**config.mk**
```make
export PLATFORM = sky130hd
export DESIGN_NAME = uart_result_tx
export DESIGN_NICKNAME = d
export VERILOG_FILES = /design/src/rtl/uart_result_tx.sv
export SDC_FILE = /design/constraint.sdc
export NUM_CORES = 1
export LEC_CHECK = 0
export ABC_CLOCK_PERIOD_IN_PS = 5750
export CAP_MARGIN = 10
export CORE_MARGIN = 2
export CORE_UTILIZATION = 42
export CTS_CLUSTER_DIAMETER = 30
export DETAILED_ROUTE_END_ITERATION = 12
export GPL_ROUTABILITY_DRIVEN = 0
export PLACE_DENSITY_LB_ADDON = 0.08
export SKIP_LAST_GASP = 1
export SLEW_MARGIN = 10
export SYNTH_ARGS = -nofsm -noshare
export SYNTH_HDL_FRONTEND = slang
export SYNTH_SLANG_ARGS = --single-unit
```
**constraint.sdc**
```tcl
create_clock -name clk -period 5.75 [get_ports clk]
set_clock_uncertainty 0.2 [all_clocks]
set_input_delay 1.15 -clock clk [delete_from_list [all_inputs] [get_ports clk]]
set_output_delay 1.15 -clock clk [all_outputs]
set_load 0.005 [all_outputs]
```
**src/rtl/uart_result_tx.sv**
```systemverilog
// Packetising 8N1 UART transmitter: sends HEADER, class, X, Y and an additive
// checksum as one 5-byte frame per accepted result, LSB first.
module uart_result_tx #(
  parameter int         CLK_FREQ     = 100_000_000,
  parameter int         BAUD_RATE    = 115200,
  parameter int         CLKS_PER_BIT = CLK_FREQ / BAUD_RATE,
  parameter logic [7:0] HEADER       = 8'hA5
) (
  input  logic       clk,
  input  logic       reset,
  input  logic       pkt_valid,
  output logic       pkt_ready,
  input  logic [7:0] class_id,
  input  logic [7:0] pos_x,
  input  logic [7:0] pos_y,
  output logic       uart_tx,
  output logic       busy,
  output logic       pkt_done
);

  localparam int CNT_W = (CLKS_PER_BIT > 2) ? $clog2(CLKS_PER_BIT) : 1;
  localparam logic [CNT_W-1:0] BAUD_LAST = CNT_W'(CLKS_PER_BIT - 1);

  typedef enum logic [1:0] {IDLE, START, DATA, STOP} state_t;

  state_t           state, state_nxt;
  logic [CNT_W-1:0] baud_cnt, baud_cnt_nxt;
  logic [2:0]       bit_idx, bit_idx_nxt;
  logic [2:0]       byte_idx, byte_idx_nxt;
  logic             tx_nxt;
  logic             done_nxt;
  logic             accept;
  logic             bit_end;
  logic [2:0]       bit_idx_inc;
  logic [7:0]       cur_byte;

  logic [7:0]       class_p0, pos_x_p0, pos_y_p0, csum_p0;

  function automatic logic [7:0] checksum(input logic [7:0] c,
                                          input logic [7:0] x,
                                          input logic [7:0] y);
    return HEADER + c + x + y;
  endfunction

  assign pkt_ready   = (state == IDLE);
  assign busy        = (state != IDLE);
  assign accept      = pkt_valid && pkt_ready;
  assign bit_end     = (baud_cnt == BAUD_LAST);
  assign bit_idx_inc = bit_idx + 3'd1;

  always_comb begin
    case (byte_idx)
      3'd0:    cur_byte = HEADER;
      3'd1:    cur_byte = class_p0;
      3'd2:    cur_byte = pos_x_p0;
      3'd3:    cur_byte = pos_y_p0;
      default: cur_byte = csum_p0;
    endcase
  end

  // stage p0: result fields and checksum captured on the accept edge
  always_ff @(posedge clk) begin
    if (accept) begin
      class_p0 <= class_id;
      pos_x_p0 <= pos_x;
      pos_y_p0 <= pos_y;
      csum_p0  <= checksum(class_id, pos_x, pos_y);
    end
  end

  always_ff @(posedge clk) begin
    if (reset) begin
      state    <= IDLE;
      baud_cnt <= '0;
      bit_idx  <= '0;
      byte_idx <= '0;
      uart_tx  <= 1'b1;
      pkt_done <= 1'b0;
    end else begin
      state    <= state_nxt;
      baud_cnt <= baud_cnt_nxt;
      bit_idx  <= bit_idx_nxt;
      byte_idx <= byte_idx_nxt;
      uart_tx  <= tx_nxt;
      pkt_done <= done_nxt;
    end
  end

  // next line level is computed one cycle ahead so uart_tx comes straight from a flop
  always_comb begin
    state_nxt    = state;
    baud_cnt_nxt = baud_cnt;
    bit_idx_nxt  = bit_idx;
    byte_idx_nxt = byte_idx;
    tx_nxt       = uart_tx;
    done_nxt     = 1'b0;
    case (state)
      IDLE: begin
        tx_nxt = 1'b1;
        if (accept) begin
          state_nxt    = START;
          tx_nxt       = 1'b0;
          baud_cnt_nxt = '0;
          bit_idx_nxt  = '0;
          byte_idx_nxt = '0;
        end
      end
      START: begin
        if (bit_end) begin
          baud_cnt_nxt = '0;
          bit_idx_nxt  = '0;
          state_nxt    = DATA;
          tx_nxt       = cur_byte[0];
        end else begin
          baud_cnt_nxt = baud_cnt + CNT_W'(1);
        end
      end
      DATA: begin
        if (bit_end) begin
          baud_cnt_nxt = '0;
          if (bit_idx == 3'd7) begin
            state_nxt = STOP;
            tx_nxt    = 1'b1;
          end else begin
            bit_idx_nxt = bit_idx_inc;
            tx_nxt      = cur_byte[bit_idx_inc];
          end
        end else begin
          baud_cnt_nxt = baud_cnt + CNT_W'(1);
        end
      end
      STOP: begin
        if (bit_end) begin
          baud_cnt_nxt = '0;
          if (byte_idx == 3'd4) begin
            state_nxt = IDLE;
            tx_nxt    = 1'b1;
            done_nxt  = 1'b1;
          end else begin
            byte_idx_nxt = byte_idx + 3'd1;
            state_nxt    = START;
            tx_nxt       = 1'b0;
          end
        end else begin
          baud_cnt_nxt = baud_cnt + CNT_W'(1);
        end
      end
      default: begin
        state_nxt = IDLE;
        tx_nxt    = 1'b1;
      end
    endcase
  end

endmodule

```
### Yosys cells after proc, flatten, opt, wreduce, memory -nomap -nowiden

Cells that the tools add are included.

| word-level totals | value |
|---|---|
| input bits | 27 |
| logic and storage cells | 75 |
| flip-flop bits (word level) | 52 |
| output and inout port bits | 4 |

| operators by class | value |
|---|---|
| $add $sub $neg | 6 |
| muxes and demuxes | 28 |
| bitwise operators | 2 |
| order comparisons | 1 |
| reductions and logical operators | 12 |
| equality and inequality tests | 16 |

Operators by type and width:

| cell | count |
|---|---|
| case mux 8 bit (4 select lines) | 1 |
| 2-to-1 mux 10 bit | 2 |
| case mux 10 bit (2 select lines) | 1 |
| 2-to-1 mux 3 bit | 6 |
| adder 8 bit | 2 |
| != test 2 bit, second input constant | 6 |
| adder 10 x 1 -> 10 bit, second input constant | 1 |
| == test 10 bit, second input constant | 1 |
| 2-to-1 mux 2 bit | 5 |
| AND reduction 5 bit | 2 |
| case mux 3 bit (3 select lines) | 1 |
| adder 8 bit, first input constant | 1 |
| 2-to-1 mux 1 bit | 8 |
| case mux 2 bit (4 select lines) | 1 |
| adder 3 x 1 -> 3 bit, second input constant | 2 |
| == test 3 x 2 -> 1 bit, second input constant | 2 |
| == test 3 bit, second input constant | 2 |
| case mux 3 bit (2 select lines) | 1 |
| OR reduction 3 bit | 2 |
| == test 2 bit, second input constant | 2 |
| < comparator 3 x 4 -> 1 bit, second input constant | 1 |
| case mux 1 bit (4 select lines) | 1 |
| AND reduction 4 bit | 1 |
| nonzero test 2 bit | 2 |
| other kinds (10) | 11 |

### Longest topological paths before layout

| depth | value |
|---|---|
| depth after elaboration | 7 |
| mapped depth | 13 |
| mapped depth without buffers | 13 |

### Worst setup path after synthesis

Ideal clock, no wire load.

| timing path | value |
|---|---|
| path kind | input to register |
| start point | input port class_id[1] |
| end point | register csum_p0[7], data pin |
| slack | 2.101 ns |
| arrival time | 3.191 ns |
| library setup time | 0.258 ns |
| buffers on the path | 0 |
| required time | 5.292 ns |
| stages on the path | 10 |
| cells stage by stage | fa_1 inv_1 fa_1 fa_1 nor2b_1 o21ai_0 a21boi_0 o21a_1 nor2_1 xnor2_1 |

| between the ends | value |
|---|---|
| longest elaborated chain between the ends | 3 |

RTL lines:

| what | RTL line | RTL |
|---|---|---|
| start, declared | 13 | `input logic [7:0] class_id,` |
| adder 8 bit (3 in series) | 42 | `return HEADER + c + x + y;` |
| end signal, assigned | 67 | `csum_p0 <= checksum(class_id, pos_x, pos_y);` |
| end, declared | 37 | `logic [7:0] class_p0, pos_x_p0, pos_y_p0, csum_p0;` |

Every way passes these cells.
A chain may end at the register's enable or synchronous reset.

### Final worst setup path

| timing path | value |
|---|---|
| start point | input port pos_x[1] |
| end point | register csum_p0[7], data pin |

| between the ends | value |
|---|---|
| longest elaborated chain between the ends | 2 |

RTL lines:

| what | RTL line | RTL |
|---|---|---|
| start, declared | 14 | `input logic [7:0] pos_x,` |
| adder 8 bit (2 in series) | 42 |  |

Every way passes these cells.

==> metrics.md <==
| Metric | Value |
|---|---|
| Status | `complete, no violations` |
| P_leak | `around 0.0013 uW` |
| Share of layout cells above drive strength 1 | `0.06032` |
| Starting density of the core | `0.4374` |
| Pin count of the biggest net entering global routing | `34` |
| Setup TNS | `0 ps` |
| Top FF cell, synth | `edfxtp_1` |
| CP Capture Type | `flop` |
| DP HPWL | `about 4200 microns` |
| Synth warnings | `0` |
| Fmax achieved | `0.2550 GHz` |
| Routed Wire Length | `~5700 microns` |
| P per Cell Area | `between 300 and 400 mW/mm^2` |
| Residual DRC | `0` |
| Final nets | `about 380` |
| Least-Margin Pin Slew | `around 500 ps` |
| CTS Hold Bufs | `0` |
| Die width | `around 90 microns` |
| Sequential share of the synthesized area | `0.4556` |
| Longest Clk Path Bufs | `2` |
| # IOs | `31` |
| Port buffer count | `30` |
| Synth Instances | `between 200 and 300` |
| Met2 wire length | `2863 microns` |
| Num rows | `30` |
| Worst endpoint required time | `about 5600 ps` |
| Fin crit period | `slightly below 4000 ps` |
| M1 wire length | `2590 microns` |
| Multi-input gate area | `0.001445 sq mm` |
| Num Clock Sinks | `52` |
| Vias | `2059` |
| Router iterations before antenna repair | `4` |
| Die height | `88.35 microns` |
| Power Total | `1127 uW` |
| Yosys top cell by area | `edfxtp_1` |
| EDFF count, synth | `32` |
| Max H-tree Level | `2` |
| R2R Setup Slk | `approximately 3000 ps` |
| Initial antenna violation count | `0` |
| Fin crit share | `0.6821` |
| Initial drt markers | `86` |
| Max layer used | `met4` |
| Die Area | `between 0.007 and 0.008 sq mm` |
| Clock transition at path regs | `~90 ps` |
| Final setup fails | `0` |
| Hold crit path type | `flop to flop` |
| Setup CP Type | `primary input to flop` |
| Synth cell count leaders | `35 x inv_1, 32 x edfxtp_1, 27 x ha_1, 24 x nand2_1, 20 x dfxtp_1` |
| Top-area cell type share of the netlist area | `0.3216` |
| Flop and latch count out of synthesis | `52` |
| Clock Latency Late Sink | `between 300 and 400 ps` |
| Maximum vdd ir drop | `roughly 0.00014 V` |
| Drt via density | `between 5 and 6` |
| Max_cap viols | `0` |
| Routed Antenna Nets | `0` |
| CP arrival | `3790 ps` |
| Tot GR Track Use | `0.1635` |
| Fin area | `about 0.0035 sq mm` |
| Number of library cell types mapped by synthesis | `52` |
| Core area | `about 0.0068 sq mm` |
| CTS tree | `built` |
| Slew Limit Headroom | `0.6638` |
| Syn_nets | `between 300 and 400` |
| Root buffer cell | `clkbuf_8` |
| First-pass GRT wire length | `about 9700 microns` |
| Synth Area per Inst | `approximately 10 sq um` |
| Most area-consuming cells after synthesis | `edfxtp_1 32%, dfxtp_1 13%, ha_1 11%` |
| Vias in the first global route | `2060` |
| Critical path fanouts, max | `2` |
| Met3 WL | `~170 microns` |
| Total grt overflow | `0` |
| CTS Buf Count | `5` |
| # fillers | `~660` |
| Final hold vios | `0` |
| # diodes | `0` |
| FF+latch area | `around 0.0014 sq mm` |
| Synthesized area | `approximately 0.003 sq mm` |
| Ys async rst share | `0` |
| Avg WL per Cell | `~14 microns` |
| Placed Instance Area | `~0.0034 sq mm` |
| Leading cell type by number of instances after synthesis | `inv_1` |
| # resized after CTS | `0` |
| RSZ-0062 raised after global routing | `false` |
| Max Transition Viols Final | `0` |
| Postcts setup bufs | `0` |
| Synthesis-to-finish area growth | `15.49%` |
| CP Launch Type | `primary input` |
## layout make-up
cell class / instances / area share
clock buffers: 7 / 0.02321
well taps: 96 / 0.03481
clock inverters: 1 / 0.001450
inverters: 35 / 0.03807
flip-flops and latches: 52 / 0.3945
multi-input cells: 189 / 0.4188
repair buffers: 31 / 0.08920
## worst max-delay path, cell delays in order
cell,delay [ps]
clkdlybuf4s50_1,510
fa_1,430
ha_1,290
ha_1,170
inv_1,60
fa_1,400
nor2b_1,120
o21ai_0,100
a21boi_0,250
o21a_1,140
nor2_1,40
xnor2_1,110
## through the flow
| stage | setup WS [ps] | cells | util | hold WS [ps] |
|---|---|---|---|---|
| floorplan | 2101 | 285 | - | 232.9 |
| global placement | 1518 | 403 | 0.4927 | 243.1 |
| detailed placement | 1484 | 403 | 0.4927 | 250.5 |
| CTS | 1813 | 411 | 0.5051 | 263.4 |
| global route | 1614 | 411 | 0.5051 | 294.2 |
| finish | 1828 | 411 | 0.5051 | 263.3 |
## layout by cell type (no fill, tap or decap), types with 2 or more instances in the layout
master	instances
a211oi_1	2
a21o_1	2
a21oi_1	15
a21oi_2	3
a221oi_1	6
a22oi_1	2
and3_1	2
clkbuf_8	5
clkdlybuf4s50_1	30
dfxtp_1	20
edfxtp_1	32
fa_1	7
ha_1	27
inv_1	35
mux2_2	2
mux2i_1	4
nand2_1	24
nand2b_1	3
nand3_1	6
nand3b_1	2
nand4_1	2
nor2_1	19
nor2b_1	6
nor3_1	4
o21ai_0	11
or2_0	2
or3_1	3
xnor2_1	10
xor2_1	6
## flip-flops by register name (all words and copies together), names as in the netlist
signal	cells
baud_cnt	10
bit_idx	3
state	2
pos_x_p0	8
pos_y_p0	8
csum_p0	8
byte_idx	3
pkt_done	1
uart_tx	1
class_p0	8
## routing by layer
metal  GRT usage  vias to the layer above
met2      0.2857                       41
met4     0.06336                        0
met1      0.2015                      967
li1            -                     1041
met3     0.02799                       10
met5           0                        -
## logic make-up (layout without fill, tap and decap cells)
group | after synthesis | in the layout | share of synthesized area
muxes | 6 | 6 | 0.02094
adders and majority gates | 34 | 34 | 0.1600
AOI/OAI and AO/OA | 52 | 52 | 0.1173
buffers and inverters | 44 | 74 | 0.06072
and+or+nand+nor | 81 | 81 | 0.1386
DFF | 52 | 52 | 0.4556
xor gates and xnor gates | 16 | 16 | 0.04690
## report_power, final
group          internal [uW]  total [uW]  switching [uW]
Combinational            172         385             213
Clock                   90.6         212             122
Sequential               496         529            33.5
Total                    758        1130             369
## final timing paths
check | start | end | cells after the start
max | pos_x[1] | csum_p0[7]$_DFFE_PP_ | 12
min reg2reg | bit_idx[2]$_SDFFE_PP0P_ | bit_idx[2]$_SDFFE_PP0P_ | 2
min | bit_idx[2]$_SDFFE_PP0P_ | bit_idx[2]$_SDFFE_PP0P_ | 2
max reg2reg | byte_idx[0]$_SDFFE_PP0P_ | uart_tx$_SDFFE_PP1P_ | 8
Power figures use the tool's default switching activity.
